### config.mk
export PLATFORM = sky130hd
export DESIGN_NAME = regfile_write_arbiter_flat
export DESIGN_NICKNAME = d
export VERILOG_FILES = /design/src/rtl/regfile_write_arbiter_pkg.sv /design/src/rtl/regfile_write_arbiter_if.sv /design/src/rtl/regfile_write_arbiter_rr.sv /design/src/rtl/regfile_write_arbiter.sv /design/src/flat_wrapper.sv
export SDC_FILE = /design/constraint.sdc
export NUM_CORES = 1
export LEC_CHECK = 0
export CORE_MARGIN = 2
export CORE_UTILIZATION = 36
export DETAILED_ROUTE_END_ITERATION = 10
export GPL_ROUTABILITY_DRIVEN = 0
export PLACE_DENSITY = 0.76
export SLEW_MARGIN = 20
export SYNTH_ARGS = -nofsm -noshare
export SYNTH_HDL_FRONTEND = slang
export SYNTH_SLANG_ARGS = --single-unit
### constraint.sdc
create_clock -name CLK -period 1.4 [get_ports CLK]
set_clock_uncertainty 0.05 [all_clocks]
set_input_delay 0.35 -clock CLK [delete_from_list [all_inputs] [get_ports CLK]]
set_output_delay 0.35 -clock CLK [all_outputs]
set_load 0.05 [all_outputs]
### src/rtl/regfile_write_arbiter_pkg.sv
// Shared widths, constants and helpers for the register-file write arbiter.
package regfile_arb_pkg;

  localparam int AW     = 5;
  localparam int DW     = 32;
  localparam int STAT_W = 16;

  localparam logic [AW-1:0] REG_ZERO = 5'd0;
  localparam logic          GNT_EX   = 1'b0;
  localparam logic          GNT_MEM  = 1'b1;

  // $zero is architecturally read-only, so a write to it must never reach the file
  function automatic logic wr_allowed(input logic [AW-1:0] addr);
    return (addr != REG_ZERO);
  endfunction

  function automatic logic [STAT_W-1:0] sat_inc(input logic [STAT_W-1:0] cnt);
    if (cnt == {STAT_W{1'b1}}) begin
      return cnt;
    end else begin
      return cnt + {{(STAT_W-1){1'b0}}, 1'b1};
    end
  endfunction

endpackage

### src/rtl/regfile_write_arbiter_if.sv
// Writeback requester handshakes, stall and register-file write port in one bundle.
interface regfile_write_arbiter_if;
  import regfile_arb_pkg::*;

  logic          stall;
  logic          req0_valid;
  logic [AW-1:0] req0_addr;
  logic [DW-1:0] req0_data;
  logic          req0_ready;
  logic          req1_valid;
  logic [AW-1:0] req1_addr;
  logic [DW-1:0] req1_data;
  logic          req1_ready;
  logic          rf_we;
  logic [AW-1:0] rf_waddr;
  logic [DW-1:0] rf_wdata;
  logic          grant_id;

  modport master (
    output stall, req0_valid, req0_addr, req0_data, req1_valid, req1_addr, req1_data,
    input  req0_ready, req1_ready, rf_we, rf_waddr, rf_wdata, grant_id
  );

  modport slave (
    input  stall, req0_valid, req0_addr, req0_data, req1_valid, req1_addr, req1_data,
    output req0_ready, req1_ready, rf_we, rf_waddr, rf_wdata, grant_id
  );

endinterface

### src/rtl/regfile_write_arbiter_rr.sv
// rr_arbiter2: two-way round-robin grant with its priority pointer flop.
module rr_arbiter2 (
  input  logic       CLK,
  input  logic       RST,
  input  logic       stall,
  input  logic       valid0,
  input  logic       valid1,
  output logic [1:0] grant
);

  logic ptr_q;
  logic ptr_d;

  always_comb begin
    grant = 2'b00;
    if (stall) begin
      grant = 2'b00;
    end else begin
      case ({valid1, valid0})
        2'b01:   grant = 2'b01;
        2'b10:   grant = 2'b10;
        2'b11:   grant = ptr_q ? 2'b10 : 2'b01;
        default: grant = 2'b00;
      endcase
    end
  end

  // Pointer moves to the loser of each transfer; a grant implies a valid, so it is a transfer
  always_comb begin
    ptr_d = ptr_q;
    if (grant[0]) begin
      ptr_d = 1'b1;
    end else if (grant[1]) begin
      ptr_d = 1'b0;
    end else begin
      ptr_d = ptr_q;
    end
  end

  always_ff @(posedge CLK or posedge RST) begin
    if (RST) begin
      ptr_q <= 1'b0;
    end else begin
      ptr_q <= ptr_d;
    end
  end

endmodule

### src/rtl/regfile_write_arbiter.sv
// Round-robin sharing of the register-file write port between EX and MEM writeback.
// Optional grant/conflict statistics counters are built when ARB_STATS_EN is defined.
module regfile_write_arbiter
  import regfile_arb_pkg::*;
(
  input  logic                CLK,
  input  logic                RST,
  regfile_write_arbiter_if.slave bus
`ifdef ARB_STATS_EN
  ,
  output logic [STAT_W-1:0]   grant0_cnt,
  output logic [STAT_W-1:0]   grant1_cnt,
  output logic [STAT_W-1:0]   conflict_cnt
`endif
);

  logic [1:0]    grant_s;
  logic          we_d,   we_q;
  logic [AW-1:0] addr_d, addr_q;
  logic [DW-1:0] data_d, data_q;
  logic          gid_d,  gid_q;

  rr_arbiter2 u_rr (
    .CLK    (CLK),
    .RST    (RST),
    .stall  (bus.stall),
    .valid0 (bus.req0_valid),
    .valid1 (bus.req1_valid),
    .grant  (grant_s)
  );

  assign bus.req0_ready = grant_s[0];
  assign bus.req1_ready = grant_s[1];

  always_comb begin
    we_d   = 1'b0;
    addr_d = addr_q;
    data_d = data_q;
    gid_d  = gid_q;
    if (grant_s[0]) begin
      we_d   = wr_allowed(bus.req0_addr);
      addr_d = bus.req0_addr;
      data_d = bus.req0_data;
      gid_d  = GNT_EX;
    end else if (grant_s[1]) begin
      we_d   = wr_allowed(bus.req1_addr);
      addr_d = bus.req1_addr;
      data_d = bus.req1_data;
      gid_d  = GNT_MEM;
    end else begin
      we_d   = 1'b0;
    end
  end

  always_ff @(posedge CLK or posedge RST) begin
    if (RST) begin
      we_q   <= 1'b0;
      addr_q <= {AW{1'b0}};
      data_q <= {DW{1'b0}};
      gid_q  <= GNT_EX;
    end else begin
      we_q   <= we_d;
      addr_q <= addr_d;
      data_q <= data_d;
      gid_q  <= gid_d;
    end
  end

  assign bus.rf_we    = we_q;
  assign bus.rf_waddr = addr_q;
  assign bus.rf_wdata = data_q;
  assign bus.grant_id = gid_q;

`ifdef ARB_STATS_EN
  logic [STAT_W-1:0] g0_cnt_q, g1_cnt_q, conf_cnt_q;
  logic              conflict_s;

  assign conflict_s = bus.req0_valid & bus.req1_valid & ~bus.stall;

  always_ff @(posedge CLK or posedge RST) begin
    if (RST) begin
      g0_cnt_q   <= {STAT_W{1'b0}};
      g1_cnt_q   <= {STAT_W{1'b0}};
      conf_cnt_q <= {STAT_W{1'b0}};
    end else begin
      g0_cnt_q   <= grant_s[0] ? sat_inc(g0_cnt_q) : g0_cnt_q;
      g1_cnt_q   <= grant_s[1] ? sat_inc(g1_cnt_q) : g1_cnt_q;
      conf_cnt_q <= conflict_s ? sat_inc(conf_cnt_q) : conf_cnt_q;
    end
  end

  assign grant0_cnt   = g0_cnt_q;
  assign grant1_cnt   = g1_cnt_q;
  assign conflict_cnt = conf_cnt_q;
`endif

endmodule

### src/flat_wrapper.sv
// flat-port wrapper written by rule: the top's interface ports become plain ports
module regfile_write_arbiter_flat import regfile_arb_pkg::*;
  (CLK, RST, bus_stall, bus_req0_valid, bus_req0_addr, bus_req0_data, bus_req1_valid, bus_req1_addr, bus_req1_data, bus_req0_ready, bus_req1_ready, bus_rf_we, bus_rf_waddr, bus_rf_wdata, bus_grant_id);
  regfile_write_arbiter_if bus_i ();
  input  logic CLK;
  input  logic RST;
  input wire logic [$bits(bus_i.stall)-1:0] bus_stall;
  input wire logic [$bits(bus_i.req0_valid)-1:0] bus_req0_valid;
  input wire logic [$bits(bus_i.req0_addr)-1:0] bus_req0_addr;
  input wire logic [$bits(bus_i.req0_data)-1:0] bus_req0_data;
  input wire logic [$bits(bus_i.req1_valid)-1:0] bus_req1_valid;
  input wire logic [$bits(bus_i.req1_addr)-1:0] bus_req1_addr;
  input wire logic [$bits(bus_i.req1_data)-1:0] bus_req1_data;
  output wire logic [$bits(bus_i.req0_ready)-1:0] bus_req0_ready;
  output wire logic [$bits(bus_i.req1_ready)-1:0] bus_req1_ready;
  output wire logic [$bits(bus_i.rf_we)-1:0] bus_rf_we;
  output wire logic [$bits(bus_i.rf_waddr)-1:0] bus_rf_waddr;
  output wire logic [$bits(bus_i.rf_wdata)-1:0] bus_rf_wdata;
  output wire logic [$bits(bus_i.grant_id)-1:0] bus_grant_id;
  assign bus_i.stall = bus_stall;
  assign bus_i.req0_valid = bus_req0_valid;
  assign bus_i.req0_addr = bus_req0_addr;
  assign bus_i.req0_data = bus_req0_data;
  assign bus_i.req1_valid = bus_req1_valid;
  assign bus_i.req1_addr = bus_req1_addr;
  assign bus_i.req1_data = bus_req1_data;
  assign bus_req0_ready = bus_i.req0_ready;
  assign bus_req1_ready = bus_i.req1_ready;
  assign bus_rf_we = bus_i.rf_we;
  assign bus_rf_waddr = bus_i.rf_waddr;
  assign bus_rf_wdata = bus_i.rf_wdata;
  assign bus_grant_id = bus_i.grant_id;
  regfile_write_arbiter u_core (.CLK(CLK), .RST(RST), .bus(bus_i));
endmodule
==> impl_metrics.ini, run 1 <==
[route]
drt-initial-drc-count = 101
drt-vias-per-instance = 5.29
ant_nets = 0
first_pass_iters = 4
drc = 0
wirelength_um = 6220
vias = 1984
wl_per_cell_um = 16.6

[placement]
placed_cells = 363
dp_slack_ns = -0.540
portBuffers = 119
place_hpwl_um = 4580

[cells_and_area]
fin_util = 0.751
fin_nets = 383
area_delta_synth_final_pct = 104
n_fill_cell = 365
multi_input_area_um2 = 796
seq_area_um2 = 1000
fin_cells = 375
n_antenna_cell = 0
drive_gt1_frac = 0.249

[timing]
worst_pin_slew_ns = 0.253
slew_headroom = 0.832
final.setup.worst_slack_ns = -0.147
grt_setup_unrepaired = true
fin_crit_ns = 1.55
fmax_mhz = 646
hold_viol = 0
finalMaxSlewViolations = 0
setup_viol = 28
timing.final.crit_share = 1.10

[cts]
clock_latency_ns = 0.29
h-tree-depth = 2
cts_root_buf = clkbuf_8
cts_buffer_depth = 2
hold_buffers = 0
cts_sinks = 40
numCtsBuffers = 5
path_clk_slew_ns = 0.07
cts_tree = built

[global_route]
grt_pass1_vias = 2029
grt_pass1_wl_um = 10100
grt_remaining_overflow = 0
grt_antenna_before_repair = 0
track_usage = 0.219
grt_max_degree = 41

[status]
violations = setup timing
status = finished with violations

[logic_synthesis]
synthArstFlopShare = 1.00
synth-main-ff-cell = dfrtp_1
synth_area_um2 = 1870
yosysTopAreaCell = dfrtp_1
synth.top_cell.area_share = 0.535
syn_inst = 174
ys_ff_latch = 40
synthesis.nets = 253
synth.distinct_cells = 20
synth_edf_count = 0
ys_warn_count = 0
ys_seq_area_frac = 0.535
synth_area_leaders = dfrtp_1 54%, a221o_1 14%, and3_1 8.7%, a31oi_1 3.7%, o21ai_0 3.5%
avgSynthCellArea_um2 = 10.8

[power]
ir_drop_v = 0.000611
p_leak_nw = 1.70
pwr-share-comb = 0.479
switchingPower_mw = 1.60
p_int_mw = 2.86
p_sw_frac = 0.359
powerDensity_nw_per_um2 = 1170
p_seq_frac = 0.345
clkPwrFrac = 0.176

[job]
drv_cap = 0

[worst_setup_path]
end_kind = primary output
critPathMaxFanout = 4
reg2reg_depth = 5
worstSetupStartpointType = input port
slowest_stage = dlygate4sd2_1
cp.depth = 4
worstPathCellList = dlygate4sd2_1 > nand2b_4 > a21oi_4 > buf_12
path_class = input port to primary output
cp_num_buf_inv = 2
critical_path_arrival_ns = 1.15
crit_required_ns = 1.00
crit_family = buffers and inverters
slowest_delay_ns = 0.32

[floorplanning]
dieHeight_um = 76.1
start_util = 0.369
die_w_um = 76.1
die-area_um2 = 5790
io_pins = 120
num_rows = 26
core_area_um2 = 5070

[worst_hold_path]
min_path_type = input port to asynchronous set/reset pin
==> power groups by stage <==
stage	registers (mW)	clock network (mW)	logic, mW
after floorplan	2.07	0	0.351
after global placement	1.55	0	2.06
after detailed placement	1.56	0	2.09
after CTS	1.54	0.795	2.12
after global routing	1.56	0.852	2.23
final	1.54	0.784	2.14
==> through the flow <==
stage | total power [mW] | setup TNS (ns) | hold slack (ns) | cell area [um^2]
after global routing | 4.64 | -3.23 | 0.384 | 3810
after global placement | 3.62 | -17.66 | 0.463 | 3640
after floorplan | 2.42 | 0 | 0.446 | 1880
after detailed placement | 3.65 | -18.56 | 0.481 | 3640
after CTS | 4.45 | -1.43 | 0.356 | 3770
final | 4.46 | -0.834 | 0.352 | 3810
==> final timing paths <==
check | startpoint | slack [ns] | end
max | bus_req1_valid | -0.15 | bus_req1_ready
min | RST | 0.35 | u_core.bus.rf_wdata[6]
max reg2reg | u_core.u_rr.ptr_q | -0.04 | u_core.bus.rf_wdata[5]
min reg2reg | u_core.bus.rf_wdata[12] | 0.53 | u_core.bus.rf_wdata[12]
max in group asynchronous | RST | 0.75 | u_core.bus.rf_wdata[0]
min in group CLK | u_core.bus.rf_wdata[12] | 0.53 | u_core.bus.rf_wdata[12]
==> cell usage in the layout, fill, tap and decap left out, types with 2 or more instances in the layout <==
| cell type | Yosys | layout |
|---|---|---|
| a221o_1 | 26 | 26 |
| clkbuf_8 | 0 | 6 |
| nor2_1 | 14 | 13 |
| nand2b_4 | 0 | 2 |
| clkbuf_1 | 5 | 2 |
| buf_4 | 0 | 12 |
| nand3_1 | 11 | 11 |
| a31oi_1 | 11 | 11 |
| buf_12 | 0 | 45 |
| dlygate4sd2_1 | 0 | 2 |
| and3_1 | 26 | 26 |
| dfrtp_1 | 40 | 40 |
| o21ai_0 | 13 | 13 |
| clkdlybuf4s50_1 | 0 | 75 |
| nor3_1 | 2 | 2 |
| buf_6 | 5 | 3 |
| nand2_1 | 4 | 3 |
==> area by class of cell <==
| type | instances | share of cell area |
|---|---|---|
| timing repair buffer | 139 | 0.480 |
| multi-input combinational | 116 | 0.209 |
| sequential | 40 | 0.263 |
| clock buffer | 8 | 0.0236 |
| inverter | 2 | 0.00197 |
| tap | 70 | 0.0230 |
==> worst min-delay path, stage by stage <==
cell	delay, ns
clkdlybuf4s50_1	0.40
clkinv_1	0.07
buf_12	0.23
==> cell families (layout without fill, tap and decap cells) <==
logic type      after synthesis  count (layout)  synth area share
simple gates                 62              62             0.175
compound gates               54              54             0.229
flops                        40              40             0.535
buf+inv                      18             149            0.0602
==> sequential cells by signal, summed over array words and instances, names as in the netlist <==
signal	count
u_core.bus.rf_we	1
u_core.bus.rf_wdata	32
u_core.bus.rf_waddr	5
u_core.u_rr.ptr_q	1
u_core.bus.grant_id	1
==> layer usage <==
metal  global-route usage  share of wire  up-vias
li1                     -              -      921
met1                0.271           0.41      981
met2                0.389           0.52       76
met3               0.0604          0.068        6
met4               0.0382         0.0061        0
met5                    0              0        -
==> Yosys cell counts, types with 2 or more instances <==
library cell	n
a221o_1	26
a31oi_1	11
and3_1	26
buf_2	6
buf_6	5
clkbuf_1	5
dfrtp_1	40
inv_1	2
nand2_1	4
nand2b_1	3
nand3_1	11
nor2_1	14
nor3_1	2
o21ai_0	13
==> timing repair <==
item                                    in CTS  in global routing
resized for setup                            9                  4
cloned                                       0                  1
buffers inserted                             3                  0
pin swaps                                    1                  2
endpoints found under the setup margin      39                 38
No activity file was read; power rests on OpenSTA's default activity.
==> inputs of run 2 (changes only) <==
Settings changed: CTS_BUF_LIST set to sky130_fd_sc_hd__clkbuf_8 sky130_fd_sc_hd__clkbuf_16.
==> run 2 against run 1 <==
  * The flow still finishes with violations (setup timing)
  * Routed wire length is 0.16% lower
  * Cell area stayed put
  * Hold slack hardly changed
  * Sequential power hardly changed
  * Setup slack hardly changed
  * Critical path depth stayed put
  * Power is 0.38% lower
  * Clock power is 2% lower
  * Highest routed layer unchanged
==> impl_metrics.ini, run 2 (same netlist as run 1, synthesis figures left out) <==
[worst_setup_path]
rr_startpoint = u_core.u_rr.ptr_q
slowest_delay_ns = 0.32
path_class = input port to primary output
crit_family = buffers and inverters
reg2reg_depth = 5
critical_path_arrival_ns = 1.15
worstPathCellList = dlygate4sd2_1 > nand2b_4 > a21oi_4 > buf_12
cp_num_buf_inv = 2
crit_path_end = bus_req1_ready
crit_start = bus_req1_valid
cp.depth = 4
r2r-end = u_core.bus.rf_wdata[5]
r2r_setup_slack_ns = -0.04
worstSetupStartpointType = input port
slowest_stage = dlygate4sd2_1
end_kind = primary output
critPathMaxFanout = 4
crit_required_ns = 1.00

[route]
wirelength_um = 6210
drt-initial-drc-count = 105
first_pass_iters = 4
vias = 1983
wl_per_cell_um = 16.5
drt-vias-per-instance = 5.29
ant_nets = 0
drc = 0

[cells_and_area]
drive_gt1_frac = 0.249
layout_commonest_cell = clkdlybuf4s50_1
mostFrequentLayoutCells = 75 x clkdlybuf4s50_1, 45 x buf_12, 40 x dfrtp_1, 26 x and3_1, 26 x a221o_1
largest_reg_flops = 32
fin_nets = 383
n_antenna_cell = 0
area_delta_synth_final_pct = 104
fin_util = 0.751

[timing]
grt_setup_unrepaired = true
finalSetupTns_ns = -0.762
final.setup.worst_slack_ns = -0.147
whs_ns = 0.352
setup_viol = 28
fmax_mhz = 646
fin_crit_ns = 1.55
hold_viol = 0
finalMaxSlewViolations = 0
timing.final.crit_share = 1.11
slew_headroom = 0.832
worst_pin_slew_ns = 0.253

[worst_hold_path]
min_path_type = input port to asynchronous set/reset pin

[power]
pwr-share-comb = 0.481
p_int_mw = 2.84
ir_drop_v = 0.000611
p_sw_frac = 0.360
powerDensity_nw_per_um2 = 1170
clkPwrFrac = 0.173
p_leak_nw = 1.71
switchingPower_mw = 1.60
p_seq_frac = 0.346

[cts]
clock_latency_ns = 0.29
cts_buffer_depth = 2
cts_root_buf = clkbuf_8
cts_tree = built
cts_sinks = 40
h-tree-depth = 2
path_clk_slew_ns = 0.07
numCtsBuffers = 5
hold_buffers = 0

[global_route]
grt_max_degree = 41
grt_remaining_overflow = 0
grt_pass1_vias = 2029
grt_antenna_before_repair = 0
track_usage = 0.219
grt_pass1_wl_um = 10100

[placement]
portBuffers = 119
place_hpwl_um = 4580

[floorplanning]
num_rows = 26
io_pins = 120
die_w_um = 76.1
core_area_um2 = 5070
dieHeight_um = 76.1
die-area_um2 = 5790
start_util = 0.369

[status]
status = finished with violations
violations = setup timing

[job]
drv_cap = 0
-- run 2: cell count changes in the layout (fill, tap and decap cells not counted), sizes merged --
| cell | change |
|---|---|
| inv | +2 |
| clkbuf | -2 |
-- run 2: repair_timing --
item | 4_1_cts | 5_1_grt
resized for setup | 9 | 4
gates cloned | 0 | 1
pin swaps | 1 | 2
setup endpoints to repair | 39 | 38
setup buffers | 3 | 0
-- run 2: worst min-delay path by stage --
stage	slack [ns]	from	cells after the start	end
after floorplan	0.45	bus_req1_data[10]	1	u_core.bus.rf_wdata[10]
after global placement	0.46	u_core.u_rr.ptr_q	1	u_core.u_rr.ptr_q
after detailed placement	0.48	u_core.u_rr.ptr_q	1	u_core.u_rr.ptr_q
after CTS	0.36	RST	3	u_core.bus.grant_id
after global routing	0.38	RST	3	u_core.bus.rf_wdata[6]
final	0.35	RST	3	u_core.bus.rf_wdata[6]
-- run 2: area by class of cell --
class                   instances  area, um^2
clock inverters                 2        7.51
multi-input cells             116         796
fillers                       365        1260
clock buffers                   6        82.6
flip-flops and latches         40        1000
repair buffers                139        1830
well taps                      70        87.6
inverters                       2        7.51
-- run 2: through the flow --
stage,instance area [um^2],setup WS (ns),instances,power [mW]
6_report,3810,-0.147,375,4.44
3_5_place_dp,3640,-0.540,363,3.65
2_1_floorplan,1880,0.0507,174,2.42
3_3_place_gp,3640,-0.534,363,3.62
5_1_grt,3810,-0.211,375,4.63
4_1_cts,3770,-0.161,374,4.44
-- run 2: metal layers --
metal | up-vias | wire length (um) | GRT usage
met4 | 0 | 38 | 0.0382
li1 | 921 | - | -
met1 | 976 | 2520 | 0.271
met2 | 80 | 3220 | 0.389
met3 | 6 | 432 | 0.0604
met5 | - | 0 | 0
-- run 2: power by group through the flow --
stage          combinational [mW]  sequential (mW)  clock, mW
3_3_place_gp                 2.06             1.55          0
6_report                     2.14             1.54      0.768
4_1_cts                      2.12             1.54      0.782
5_1_grt                      2.23             1.56      0.838
3_5_place_dp                 2.09             1.56          0
2_1_floorplan               0.351             2.07          0
-- run 2: tightest hold or removal path: stages --
cell,delay (ns)
clkdlybuf4s50_1,0.40
clkinv_1,0.07
buf_12,0.23
==> inputs of run 3 (changes only) <==
Settings changed: RECOVER_POWER set to 25.
==> run 3 against run 2 <==
  * The flow still finishes with violations (setup timing)
  * Via count shrank 0.55%
  * Clock power about the same
  * Sequential share of layout area up 0.087 points
  * Setup slack improved by 0.0025 ns
  * Cell area down 0.33%
  * Combinational power hardly changed
  * Count of clock-buffer cells in the layout is the same
  * Global-route usage is the same
  * Power decreased by 0.11%
  * Cell count unchanged
  * Hold slack better by 0.17 ns
  * Critical path type unchanged
  * Routed wire length is 0.32% higher
==> impl_metrics.ini, run 3 (same netlist as run 1, synthesis figures left out) <==
[status]
status = finished with violations
violations = setup timing

[timing]
timing.final.crit_share = 1.10
setup_viol = 28
finalMaxSlewViolations = 0
whs_ns = 0.525
grt_setup_unrepaired = true
fmax_mhz = 647
worst_pin_slew_ns = 0.550
slew_headroom = 0.634
hold_viol = 0
final.setup.worst_slack_ns = -0.144
fin_crit_ns = 1.54

[worst_setup_path]
worstPathCellList = dlygate4sd2_1 > nand2b_4 > a21oi_4 > buf_12
r2r_setup_slack_ns = -0.04
critPathMaxFanout = 4
end_kind = primary output
crit_required_ns = 1.00
cp_num_buf_inv = 2
slowest_delay_ns = 0.32
worstSetupStartpointType = input port
reg2reg_depth = 5
critical_path_arrival_ns = 1.14
r2r-end = u_core.bus.rf_wdata[5]
path_class = input port to primary output
rr_startpoint = u_core.u_rr.ptr_q
crit_family = buffers and inverters
slowest_stage = dlygate4sd2_1

[cells_and_area]
seq_area_um2 = 1000
multi_input_area_um2 = 796
drive_gt1_frac = 0.249
layout_commonest_cell = clkdlybuf4s50_1
mostFrequentLayoutCells = 74 x clkdlybuf4s50_1, 44 x buf_12, 40 x dfrtp_1, 26 x and3_1, 26 x a221o_1
largest_reg_flops = 32
fin_nets = 383
area_delta_synth_final_pct = 103
n_fill_cell = 367
postLayoutCellArea_um2 = 3800
n_antenna_cell = 0

[global_route]
grt_remaining_overflow = 0
grt_antenna_before_repair = 0
grt_pass1_wl_um = 10100
track_usage = 0.219
grt_max_degree = 41
grt_pass1_vias = 2029

[worst_hold_path]
hold_depth = 1
min_path_type = register to register
min_from = u_core.bus.rf_wdata[12]
min_to = u_core.bus.rf_wdata[12]

[route]
drc = 0
first_pass_iters = 4
drt-vias-per-instance = 5.26
ant_nets = 0
vias = 1972
wirelength_um = 6230
wl_per_cell_um = 16.6
drt-initial-drc-count = 103

[placement]
portBuffers = 119
place_area_um2 = 3640
place_hpwl_um = 4580

[cts]
cts_sinks = 40
clock_latency_ns = 0.29
path_clk_slew_ns = 0.07
cts_buffer_depth = 2
numCtsBuffers = 5
cts_tree = built
h-tree-depth = 2
cts_root_buf = clkbuf_8

[floorplanning]
io_pins = 120
die-area_um2 = 5790
die_w_um = 76.1
num_rows = 26
dieHeight_um = 76.1
start_util = 0.369
core_area_um2 = 5070

[job]
drv_cap = 0

[power]
p_leak_nw = 1.70
ir_drop_v = 0.000611
powerDensity_nw_per_um2 = 1170
-- run 3: cell types whose count changed in the layout (fill, tap and decap cells not counted) --
cell,before,now
dlygate4sd3_1,0,1
buf_12,45,44
clkbuf_4,0,1
clkdlybuf4s50_1,75,74
-- run 3: per-stage QoR --
stage / utilization / total power, mW / setup TNS [ns] / setup slack (ns) / instances
after floorplan: - / 2.42 / 0 / 0.0507 / 174
after global placement: 0.716 / 3.62 / -17.66 / -0.534 / 363
after detailed placement: 0.716 / 3.65 / -18.56 / -0.540 / 363
after CTS: 0.744 / 4.44 / -1.45 / -0.161 / 374
after global routing: 0.748 / 4.62 / -3.24 / -0.211 / 375
final: 0.748 / 4.44 / -0.802 / -0.144 / 375
-- run 3: worst max-delay path by stage --
stage,cells after the start,startpoint,slack (ns),to
after floorplan,3,bus_stall,0.05,bus_req1_ready
after global placement,4,bus_req1_valid,-0.53,bus_req1_ready
after detailed placement,4,bus_stall,-0.54,bus_req1_ready
after CTS,3,u_core.u_rr.ptr_q,-0.16,bus_req0_ready
after global routing,3,u_core.u_rr.ptr_q,-0.21,bus_req1_ready
final,4,bus_req1_valid,-0.14,bus_req1_ready
-- run 3: area by class of cell --
cell class              count  area share
repair buffers            139       0.478
flip-flops and latches     40       0.264
multi-input cells         116       0.210
well taps                  70      0.0231
clock buffers               6      0.0217
clock inverters             2     0.00198
inverters                   2     0.00198
-- run 3: per-layer routing --
metal | vias up | share of wire | global-route usage
met2 | 70 | 0.52 | 0.389
li1 | 921 | - | -
met5 | - | 0 | 0
met3 | 6 | 0.060 | 0.0604
met4 | 0 | 0.0061 | 0.0382
met1 | 975 | 0.41 | 0.271
-- run 3: where the power goes --
| group | switching (mW) | internal (mW) |
|---|---|---|
| registers | 0.203 | 1.33 |
| logic | 1.01 | 1.12 |
| clock network | 0.381 | 0.387 |
| total | 1.60 | 2.84 |
-- run 3: what timing repair did --
action / in CTS / in global routing
hold buffers: 0 / 0
cloned: 0 / 1
pin swaps: 1 / 2
endpoints found under the setup margin: 39 / 38
setup buffers: 3 / 0
gates resized for setup: 9 / 4
-- run 3: worst register-to-register path, cell delays in order, from the launching register on --
cell     delay (ns)
dfrtp_1        0.41
inv_2          0.08
a21oi_4        0.08
buf_4          0.18
buf_4          0.16
a221o_1        0.36
==> variant, RTL diff (settings of run 3) <==
Set the package constant `REG_ZERO` to 5'd1 (it was 5'd0).
--- a/src/rtl/regfile_write_arbiter_pkg.sv
+++ b/src/rtl/regfile_write_arbiter_pkg.sv
@@ -5,7 +5,7 @@
   localparam int DW     = 32;
   localparam int STAT_W = 16;
 
-  localparam logic [AW-1:0] REG_ZERO = 5'd0;
+  localparam logic [AW-1:0] REG_ZERO = 5'd1;
   localparam logic          GNT_EX   = 1'b0;
   localparam logic          GNT_MEM  = 1'b1;
 
Behaviour: not the same (a bounded check fails within 4 cycles, from zero or initial values and one cycle with RST high).
==> variant against run 3 <==
The flow still finishes with violations (negative setup slack). Synthesized area unchanged. Wire length shrank 1.4%. Sequential cell count did not move. Power down 0.62%. First-iteration DRC count is 23% higher. Fmax down 2.9%. Worst setup slack got worse by 47 ps. Hold slack worse by 19 ps. Cell area down 0.82%. Largest cell class unchanged.
==> variant: results (changes against run 3) <==
Status
  – Status: finished with violations
  – Failing checks: negative setup slack

Critical path
  – Critical path capture point: bus_req0_ready
  – CP delay by family, top: flip-flops
  – Slowest cell delay on critical path: 440 ps (+120 ps)
  – CP Launch Type: flop
  – R2r endpoint: u_core.bus.rf_wdata[9]
  – Worst Setup SP: u_core.u_rr.ptr_q
  – Reg2reg setup slack: 40 ps (+80 ps)
  – Critical path fanouts, max: 5 (+1)
  – CP max stage cell: dfrtp_2
  – Worst Path Arrival: 1190 ps (+50 ps)

Synth
  – Yosys cell types: 21 (+5.0%)
  – Sequential share of the synthesized area: 53.51% (unchanged)
  – Synth async-reset ratio: 100.0% (unchanged)
  – Top_reg_cell synth: dfrtp_1
  – Post-synthesis cell count: 172 (-1.1%)
  – Post-synthesis mux area share: 0% (unchanged)
  – Commonest cells in the netlist: dfrtp_1 (40), a221o_1 (26), and3_1 (26), o21ai_0 (13), nor2_1 (12)
  – Syn nets: 251 (-0.79%)

Global route
  – Pin count of the biggest net entering global routing: 41 (unchanged)
  – Met1 usage: 28.21% (+1.1 points)
  – Tot GR Track Use: 21.63% (-0.29 points)
  – GR Util met3: 6.161% (+0.12 points)
  – Met2 GRT Util: 36.25% (-2.7 points)
  – Initial antenna violation count: 0 (unchanged)
  – Vias in the first global route: 1941 (-4.3%)
  – First-pass GRT wire length: 10110 microns (about the same)

Drt
  – Routed wl met2: 3107 microns (-4.2%)
  – Metal-1 WL: 2555 microns (-0.66%)
  – Routed WL: 6138 microns (-1.4%)
  – Top Layer Used: met4
  – Via count: 1971 (-0.051%)
  – DRT Pass-1 Iters: 4 (unchanged)
  – Wire length on met3: 426 microns (+15%)
  – Iter 0 DRT Violations: 127 (+23%)

Final layout
  – Share of layout cells above drive strength 1: 24.50% (-0.42 points)
  – Final net count: 376 (-1.8%)
  – Layout Cells excl Fill: 368 (-1.9%)
  – Max reg flops: 32 (unchanged)

Place
  – Dpl ws: -493.5 ps (+46.93 ps)
  – Placed Area: 3621 sq um (-0.41%)
  – PortBufs: 119 (unchanged)
  – Inst Count DP: 359 (-1.1%)
  – Detail Placement HPWL: 4527 microns (-1.1%)

Timing
  – Setup Viol. Count Final: 2 (-93%)
  – Setup TNS: -357.6 ps (+444.6 ps)
  – Fin Hold WS: 505.8 ps (-19.41 ps)
  – Endpoints failing hold: 0 (unchanged)
  – Slew HR: 63.11% (-0.24 points)
  – Final setup margin: -191.2 ps (-46.67 ps)

Min path
  – Hold Crit Endpoint: u_core.u_rr.ptr_q
  – Hold Startpoint: u_core.u_rr.ptr_q

Power
  – Switching Share: 37.04% (+1.0 points)
  – Worst ir drop on vdd: 0.0006297 V (+3.0%)
  – Leakage power: 1.666 nW (-2.1%)

Clock network
  – Reg clk slew, reported paths: around 80 ps
[variant: changes by cell type in the layout (fill, tap and decap cells not counted), moves of 2 or more]
cell	run 3	this run
buf_4	12	4
buf_6	3	5
buf_8	0	2
clkinv_2	0	2
inv_1	2	0
nand3b_1	0	2
nor2_1	13	11
[variant: repair_timing]
action                                  in CTS  in global routing
setup buffers                                1                  0
resized for setup                            8                 12
endpoints found under the setup margin      41                 32
pin swaps                                    2                 13
[variant: power groups by stage]
stage / Clock (mW) / Sequential, mW / Combinational, mW
3_3_place_gp: 0 / 1.55 / 2.05
4_1_cts: 0.799 / 1.54 / 2.10
6_report: 0.777 / 1.54 / 2.09
5_1_grt: 0.842 / 1.56 / 2.18
2_1_floorplan: 0 / 2.07 / 0.351
3_5_place_dp: 0 / 1.56 / 2.08
[variant: final cells by class]
class	instances	area (sq um)
repair buffers	134	1782
fillers	365	1309
flip-flops and latches	40	1002
multi-input cells	114	799.5
well taps	70	87.58
clock buffers	5	68.82
clock inverters	3	18.77
inverters	2	7.507
